### config.mk
export PLATFORM = sky130hd
export DESIGN_NAME = instr_sequencer
export DESIGN_NICKNAME = d
export VERILOG_FILES = /design/src/rtl/seq_pkg.sv /design/src/rtl/mem_wait_timer.sv /design/src/rtl/instr_sequencer.sv
export SDC_FILE = /design/constraint.sdc
export NUM_CORES = 1
export LEC_CHECK = 0
export ABC_CLOCK_PERIOD_IN_PS = 1900
export BUFFER_PORTS_ARGS = -buffer_cell sky130_fd_sc_hd__buf_2
export CORE_MARGIN = 5
export CORE_UTILIZATION = 48
export DETAILED_ROUTE_END_ITERATION = 16
export GPL_TIMING_DRIVEN = 0
export PLACE_DENSITY = 0.79
export RECOVER_POWER = 50
export SYNTH_ARGS = -nofsm -noshare
export SYNTH_HDL_FRONTEND = slang
export SYNTH_SLANG_ARGS = --single-unit
### constraint.sdc
create_clock -name clk -period 1.9 [get_ports clk]
set_input_delay 0.38 -clock clk [delete_from_list [all_inputs] [get_ports clk]]
set_output_delay 0.38 -clock clk [all_outputs]
set_load 0.02 [all_outputs]
### src/rtl/seq_pkg.sv
// Shared types and constants for the fetch-path control sequencer.
package seq_pkg;

    typedef enum logic [2:0] {
        S_IDLE   = 3'd0,
        S_FETCH  = 3'd1,
        S_DECODE = 3'd2,
        S_EXEC   = 3'd3,
        S_MEM    = 3'd4,
        S_WB     = 3'd5,
        S_HALT   = 3'd6
    } state_e;

    localparam logic [5:0] OP_LOAD  = 6'h23;
    localparam logic [5:0] OP_STORE = 6'h2B;
    localparam logic [5:0] OP_HALT  = 6'h3F;

    localparam int OPCODE_MSB = 31;
    localparam int OPCODE_LSB = 26;

endpackage

### src/rtl/mem_wait_timer.sv
// Counts consecutive MEM-state cycles; flags the last allowed cycle
// without mem_ready so the sequencer can fault-halt.
module mem_wait_timer #(
    parameter int MEM_TIMEOUT = 15
) (
    input  logic clk,
    input  logic reset,
    input  logic active,
    input  logic mem_ready,
    output logic expired
);

    localparam int W = $clog2(MEM_TIMEOUT + 1);

    logic [W-1:0] cnt_q;
    logic [W-1:0] cnt_d;

    // Held at zero outside MEM, so every MEM entry starts from a clean count.
    always_comb begin
        cnt_d = cnt_q;
        if (!active) begin
            cnt_d = '0;
        end else if (cnt_q != W'(MEM_TIMEOUT)) begin
            cnt_d = cnt_q + W'(1);
        end
    end

    always_ff @(posedge clk) begin
        if (reset) begin
            cnt_q <= '0;
        end else begin
            cnt_q <= cnt_d;
        end
    end

    assign expired = active && !mem_ready
                   && (cnt_q == W'(MEM_TIMEOUT - 1));

endmodule

### src/rtl/instr_sequencer.sv
// Multi-cycle fetch/decode/exec/mem/writeback control FSM with
// instruction register, retired-instruction counter and memory timeout.
module instr_sequencer
    import seq_pkg::*;
#(
    parameter int MEM_TIMEOUT = 15,
    parameter int INSTR_W     = 32,
    parameter int CNT_W       = 16
) (
    input  logic               clk,
    input  logic               reset,
    input  logic               run,
    input  logic               step,
    input  logic [INSTR_W-1:0] rom_data,
    input  logic               mem_ready,
    output logic               pc_inc,
    output logic [INSTR_W-1:0] ir,
    output logic               ir_load,
    output logic               mem_req,
    output logic               reg_write,
    output logic               halted,
    output logic               fault,
    output logic [2:0]         state,
    output logic [CNT_W-1:0]   instr_count
);

    state_e             state_q, state_d;
    logic [INSTR_W-1:0] ir_q, ir_d;
    logic [CNT_W-1:0]   cnt_q, cnt_d;
    logic               fault_q, fault_d;
    logic               expired;
    logic [5:0]         opcode;

    assign opcode = ir_q[OPCODE_MSB:OPCODE_LSB];

    mem_wait_timer #(
        .MEM_TIMEOUT(MEM_TIMEOUT)
    ) u_timer (
        .clk      (clk),
        .reset    (reset),
        .active   (state_q == S_MEM),
        .mem_ready(mem_ready),
        .expired  (expired)
    );

    always_comb begin
        state_d = state_q;
        ir_d    = ir_q;
        cnt_d   = cnt_q;
        fault_d = fault_q;
        unique case (state_q)
            S_IDLE: begin
                if (run || step) begin
                    state_d = S_FETCH;
                end
            end
            S_FETCH: begin
                state_d = S_DECODE;
            end
            S_DECODE: begin
                ir_d    = rom_data;
                state_d = S_EXEC;
            end
            S_EXEC: begin
                if (opcode == OP_HALT) begin
                    state_d = S_HALT;
                end else if (opcode == OP_LOAD || opcode == OP_STORE) begin
                    state_d = S_MEM;
                end else begin
                    state_d = S_WB;
                end
            end
            S_MEM: begin
                // A late mem_ready on the final allowed cycle still retires.
                if (mem_ready) begin
                    state_d = S_WB;
                end else if (expired) begin
                    state_d = S_HALT;
                    fault_d = 1'b1;
                end
            end
            S_WB: begin
                cnt_d   = cnt_q + CNT_W'(1);
                state_d = run ? S_FETCH : S_IDLE;
            end
            S_HALT: begin
                state_d = S_HALT;
            end
            default: begin
                state_d = S_IDLE;
            end
        endcase
    end

    always_ff @(posedge clk) begin
        if (reset) begin
            state_q <= S_IDLE;
            ir_q    <= '0;
            cnt_q   <= '0;
            fault_q <= 1'b0;
        end else begin
            state_q <= state_d;
            ir_q    <= ir_d;
            cnt_q   <= cnt_d;
            fault_q <= fault_d;
        end
    end

    assign pc_inc      = (state_q == S_WB);
    assign ir_load     = (state_q == S_DECODE);
    assign mem_req     = (state_q == S_MEM);
    assign reg_write   = (state_q == S_WB) && (opcode != OP_STORE);
    assign halted      = (state_q == S_HALT);
    assign fault       = fault_q;
    assign state       = state_q;
    assign ir          = ir_q;
    assign instr_count = cnt_q;

endmodule

Word level (Yosys, flattened, before mapping)
Index checks and enable logic that the tools add are counted.

cells by class
  divide/modulo/power cells = 0
  $add $sub $neg = 2
  multipliers = 0
  reduce and logical (&&, ||, !) cells = 10
  $lt $le $gt $ge = 0
  mux-type cells = 7
  bitwise logic cells = 2
  shifts and indexed selects = 0
  equality and inequality tests = 14

operator list
  kind                                                                   count
  3-bit one-hot mux with 7 select lines                                  1
  6-bit equality test, second input constant                             3
  16-bit by 1-bit adder with 16-bit output, second input constant        1
  3-bit equality test, second input constant                             3
  3-bit 2-to-1 mux                                                       3
  3-bit by 2-bit equality test with 1-bit output, second input constant  2
  6-bit inequality test, second input constant                           1
  4-bit by 1-bit adder with 4-bit output, second input constant          1
  4-bit equality test, second input constant                             1
  4-bit inequality test, second input constant                           1
  3-bit by 1-bit equality test with 1-bit output, second input constant  1
  1-bit logical AND                                                      3
  3-bit logical NOT                                                      1
  3-bit inequality test, second input constant                           1
  3-bit AND reduction                                                    1
  1-bit logical OR                                                       2
  1-bit 2-to-1 mux                                                       2
  2-bit 2-to-1 mux                                                       1
  2-bit inequality test, second input constant                           1
  1-bit NOT                                                              2
  2-bit AND reduction                                                    1
  2-bit OR reduction                                                     1
  1-bit logical NOT                                                      1

word-level totals
  memories = 0
  output and inout port bits = 57
  bits of input ports = 37
  word-level logic and storage cells = 40
  RAM bits = 0
  bits in latches = 0
  flip-flop bits (word level) = 56
  bits in read-only memories = 0

Longest topological paths before layout
  word-level depth = 6
  mapped depth = 7
  mapped depth without buffers = 5

By module
A second synthesis with hierarchy kept.

second synthesis, totals
  cell total of the unflattened synthesis = 289
  area total of the unflattened synthesis = 2,369.8 µm²

by module, submodules not included
  module           area an instance (µm²)  times used  cells each  seq. area each (µm²)
  instr_sequencer  2,139.6                 1           264         1,041.0
  mem_wait_timer   230.2                   1           25          80.1

Least setup slack after synthesis
OpenSTA, ideal clock, no wires.

  kind = reg-to-output
  start = register state_q[2] (netlist: state[2])
  end = output port reg_write
  data arrival time = 1.659 ns
  path buffers = 2
  setup slack = -0.139 ns
  required time = 1.520 ns
  cell stages (with the launch flop) = 5
  cells stage by stage = dfxtp_1 -> buf_4 -> and3_1 -> clkbuf_1 -> a21boi_0

on the way
  longest elaborated chain between the ends = 2

ends and longest elaborated chain
  element                 line                    RTL
  from (decl)             instr_sequencer.sv:27   state_e state_q, state_d;
  from (signal assigned)  instr_sequencer.sv:102  state_q <= state_d;
  3-bit equality test     -
  net pc_inc              instr_sequencer.sv:16   output logic pc_inc,
  1-bit logical AND       instr_sequencer.sv:112  assign reg_write = (state_q == S_WB) && (opcode != OP_STORE);
  to (decl)               instr_sequencer.sv:20   output logic reg_write,

The timed path passes the listed nets, and every way through them passes these cells.

Final worst setup path
  start = register state_q[2] (netlist: state[2])
  end = output port ir_load

on the way
  longest elaborated chain between the ends = 1

ends and longest elaborated chain
  element                                         line                    RTL
  3-bit by 2-bit equality test with 1-bit output  instr_sequencer.sv:110  assign ir_load = (state_q == S_DECODE);
  to (decl)                                       instr_sequencer.sv:18   output logic ir_load,

Every way passes these cells.

==> impl_summary.txt <==
----------------------------------------------------
[Run status]
  Status ... finished, final reports clean

[Synth]
  Proportion of synthesized chip area in sequential cells ... 0.479
  Post-synth EDFFs ... 0
  Avg Synthesized Cell Area ... 8.23 um^2
  Post-Synthesis Cell Area ... 2340 um^2
  Unique cell type count in the Yosys netlist ... 40
  Top_reg_cell synth ... sky130_fd_sc_hd__dfxtp_1
  Proportion of register bits with asynchronous set or reset after synthesis ... 0
  Yosys warning total ... 0
  Count of state elements after synthesis ... 56
  Mapped Nets ... 324
  Number of instances in the synthesized netlist ... 284

[STA]
  Worst Tran Pin Value ... 513 ps
  Setup skew after layout ... 9.07 ps
  Worst Hold Margin ... 294 ps
  Highest clock frequency the design can meet ... 0.546 GHz
  Relative slew margins ... 0.658
  Total count of hold-check failures in the final report ... 0
  Post-layout min period ... 1830 ps
  Count of final max-slew check failures ... 0
  Slack of the critical path ... 68.4 ps
  Final setup vio count ... 0
  RSZ-0062 raised after global routing ... no
  Final critical-path share of the clock period ... 0.964

[Placement]
  Placed cells ... 443
  Gpl congestion ... 0.789
  Port buffer count ... 92
  Worst Setup Slack post-DPL ... -17.4 ps
  Total half-perimeter wirelength after legalization and detailed placement ... 4.22 mm

[Route]
  Detail Route met2 WL ... 2.61 mm
  Average wire per cell in the routed design ... 12.4 um
  Starting DRT DRC Count ... 89
  Router iterations before antenna repair ... 4
  Detailed-route wire length ... 5.57 mm
  Number of vias after detailed routing ... 2231
  Met1 WL ... 2.42 mm
  Antenna viol nets, final ... 0
  Routed vias/inst ... 4.96
  Detailed route wirelength on metal3 ... 495 um
  Post-route DRC ... 0
  Top Layer Used ... met4

[Critical path]
  Worst endpoint data arrival time ... 1450 ps
  Critical Path End Type ... primary output
  Startpoint type of the worst setup path ... flip-flop
  R2r endpoint ... instr_count[14]
  Start-to-end type of the worst setup path ... reg2out
  Largest driver fanout on the critical path ... 11
  Slack of the worst reg-to-reg path ... 280 ps
  Worst r2r path cells ... 6
  Required time of the critical path ... 1520 ps
  Launch instance of the worst register-to-register path ... instr_count[0]

[Power and ir drop]
  Areal power density over the cells ... 820 nW/um^2
  Largest vdd supply drop ... 0.453 mV
  Leakage ... 1.14 nW

[Cells and area]
  Leading cell type in the layout, fill and taps excluded ... sky130_fd_sc_hd__nand2_1
  Proportion of layout cells with a drive suffix above 1 ... 0.180
  Layout-stage area growth over the synthesis result ... 26.5%
  Nets ... 422
  Final non-filler cell total ... 450
  Utilization after layout ... 0.626
  Leading cell types in the layout, fill and taps excluded ... sky130_fd_sc_hd__nand2_1 (69), sky130_fd_sc_hd__clkbuf_1 (60), sky130_fd_sc_hd__dfxtp_1 (54)
  Antenna cell count ... 0

[Clocking]
  CTS sink cnt ... 56
  H-tree depth ... 2
  Bufs on Longest Clock Path ... 2
  Clock latency at the later pin of the worst-skew pair ... 310 ps
  Total clock buffers created by CTS ... 5
  CTS root buffer ... sky130_fd_sc_hd__clkbuf_8
  Post-CTS clock slew at the launch and capture registers of the worst setup and hold paths ... 100 ps
  TritonCTS clock tree ... done

[Floorplan]
  Num rows ... 25
  Initial standard-cell utilization of the core ... 0.495
  Core area ... 4720 um^2
  Chip Height ... 79.8 um
  Die extent in x ... 79.8 um
  Die area ... 6370 um^2
  Top-level I/O count ... 94

[Global route]
  Global-route wire length before repair ... 9.03 mm
  Total global-route track usage ... 0.178
  Initial antenna violation count ... 0
  Largest net degree at the start of global routing ... 19
  Via count of the first global-routing pass ... 2049
  Overflow left after global routing ... 0

[Job]
  Max-Cap Viols ... 0

[Worst hold path]
  Startpoint of the worst hold path ... rom_data[10]
  Hold worst-path end ... ir[10]
  Worst hold-check path type ... in2reg
  Instance count along the most critical hold path ... 3

----------------------------------------------------
## power by group
group	leakage (nW)	total [mW]	internal, mW	switching (mW)
Sequential	0.454	1.26	1.23	0.0318
Clock	0.0583	0.786	0.397	0.389
Combinational	0.630	0.380	0.138	0.242
## Yosys cell counts (4+ instances only)
library cell,count,share of area
sky130_fd_sc_hd__a21oi_1,41,0.088
sky130_fd_sc_hd__buf_4,6,0.019
sky130_fd_sc_hd__clkbuf_1,10,0.016
sky130_fd_sc_hd__dfxtp_1,56,0.48
sky130_fd_sc_hd__inv_1,5,0.0080
sky130_fd_sc_hd__nand2_1,69,0.11
sky130_fd_sc_hd__nand3_1,10,0.021
sky130_fd_sc_hd__nand4_1,4,0.011
sky130_fd_sc_hd__nor2_1,23,0.037
sky130_fd_sc_hd__nor3_1,5,0.011
sky130_fd_sc_hd__xnor2_1,6,0.022
sky130_fd_sc_hd__xor2_1,5,0.019
## sequential cells by signal (all words and copies together), names as in the netlist
| name | cells |
|---|---|
| fault | 1 |
| ir | 32 |
| state | 3 |
| instr_count | 16 |
| u_timer.cnt_q | 4 |
## through the flow
stage	setup TNS (ps)	area [um^2]	power, mW
5_1_grt	0	2960	2.56
2_1_floorplan	0	2340	1.53
6_report	0	2960	2.43
4_1_cts	-45.9	3020	2.46
3_3_place_gp	-16.3	2890	1.66
3_5_place_dp	-17.4	2890	1.67
## how the worst max path moves through the flow
stage / startpoint / depth (start not counted) / endpoint
2_1_floorplan: state[2] / 4 / reg_write
3_3_place_gp: state[2] / 6 / ir_load
3_5_place_dp: state[2] / 6 / ir_load
4_1_cts: state[0] / 5 / ir_load
5_1_grt: state[2] / 4 / ir_load
6_report: state[2] / 4 / ir_load
## worst max-delay path, cell delays in order (launching register included)
cell and delay, ps:
sky130_fd_sc_hd__dfxtp_2 340, sky130_fd_sc_hd__buf_6 130, sky130_fd_sc_hd__or3_4 400, sky130_fd_sc_hd__inv_4 130
sky130_fd_sc_hd__buf_6 130
## layer usage
layer / vias up / GRT usage
met5: - / 0
met4: 0 / 0.0557
met3: 4 / 0.0790
met2: 66 / 0.288
met1: 1016 / 0.210
li1: 1145 / -
## layout make-up
class / count / area [um^2]
repair buffers: 94 / 417
clock buffers: 5 / 68.8
clock inverters: 3 / 47.5
well taps: 67 / 83.8
multi-input cells: 203 / 1100
plain buffers: 16 / 91.3
inverters: 6 / 25.0
flip-flops and latches: 56 / 1120
fillers: 462 / 1760
## cell families (layout without fill, tap and decap cells)
| family | after synthesis | count (layout) | share of synthesized area |
|---|---|---|---|
| xor gates and xnor gates | 11 | 11 | 0.0412 |
| AOI/OAI and AO/OA | 55 | 55 | 0.130 |
| muxes | 2 | 2 | 0.00910 |
| and+or+nand+nor | 132 | 132 | 0.271 |
| adders and majority gates | 3 | 3 | 0.0161 |
| buffers and inverters | 25 | 124 | 0.0535 |
| DFF | 56 | 56 | 0.479 |
## what timing repair did
action,CTS,global route
endpoints found under the hold margin,0,0
cloned,0,0
buffers inserted,0,2
gates resized for setup,7,2
pin swaps,1,1
setup endpoints to repair,2,2
hold buffers,0,0
Power figures use the tool's default switching activity.
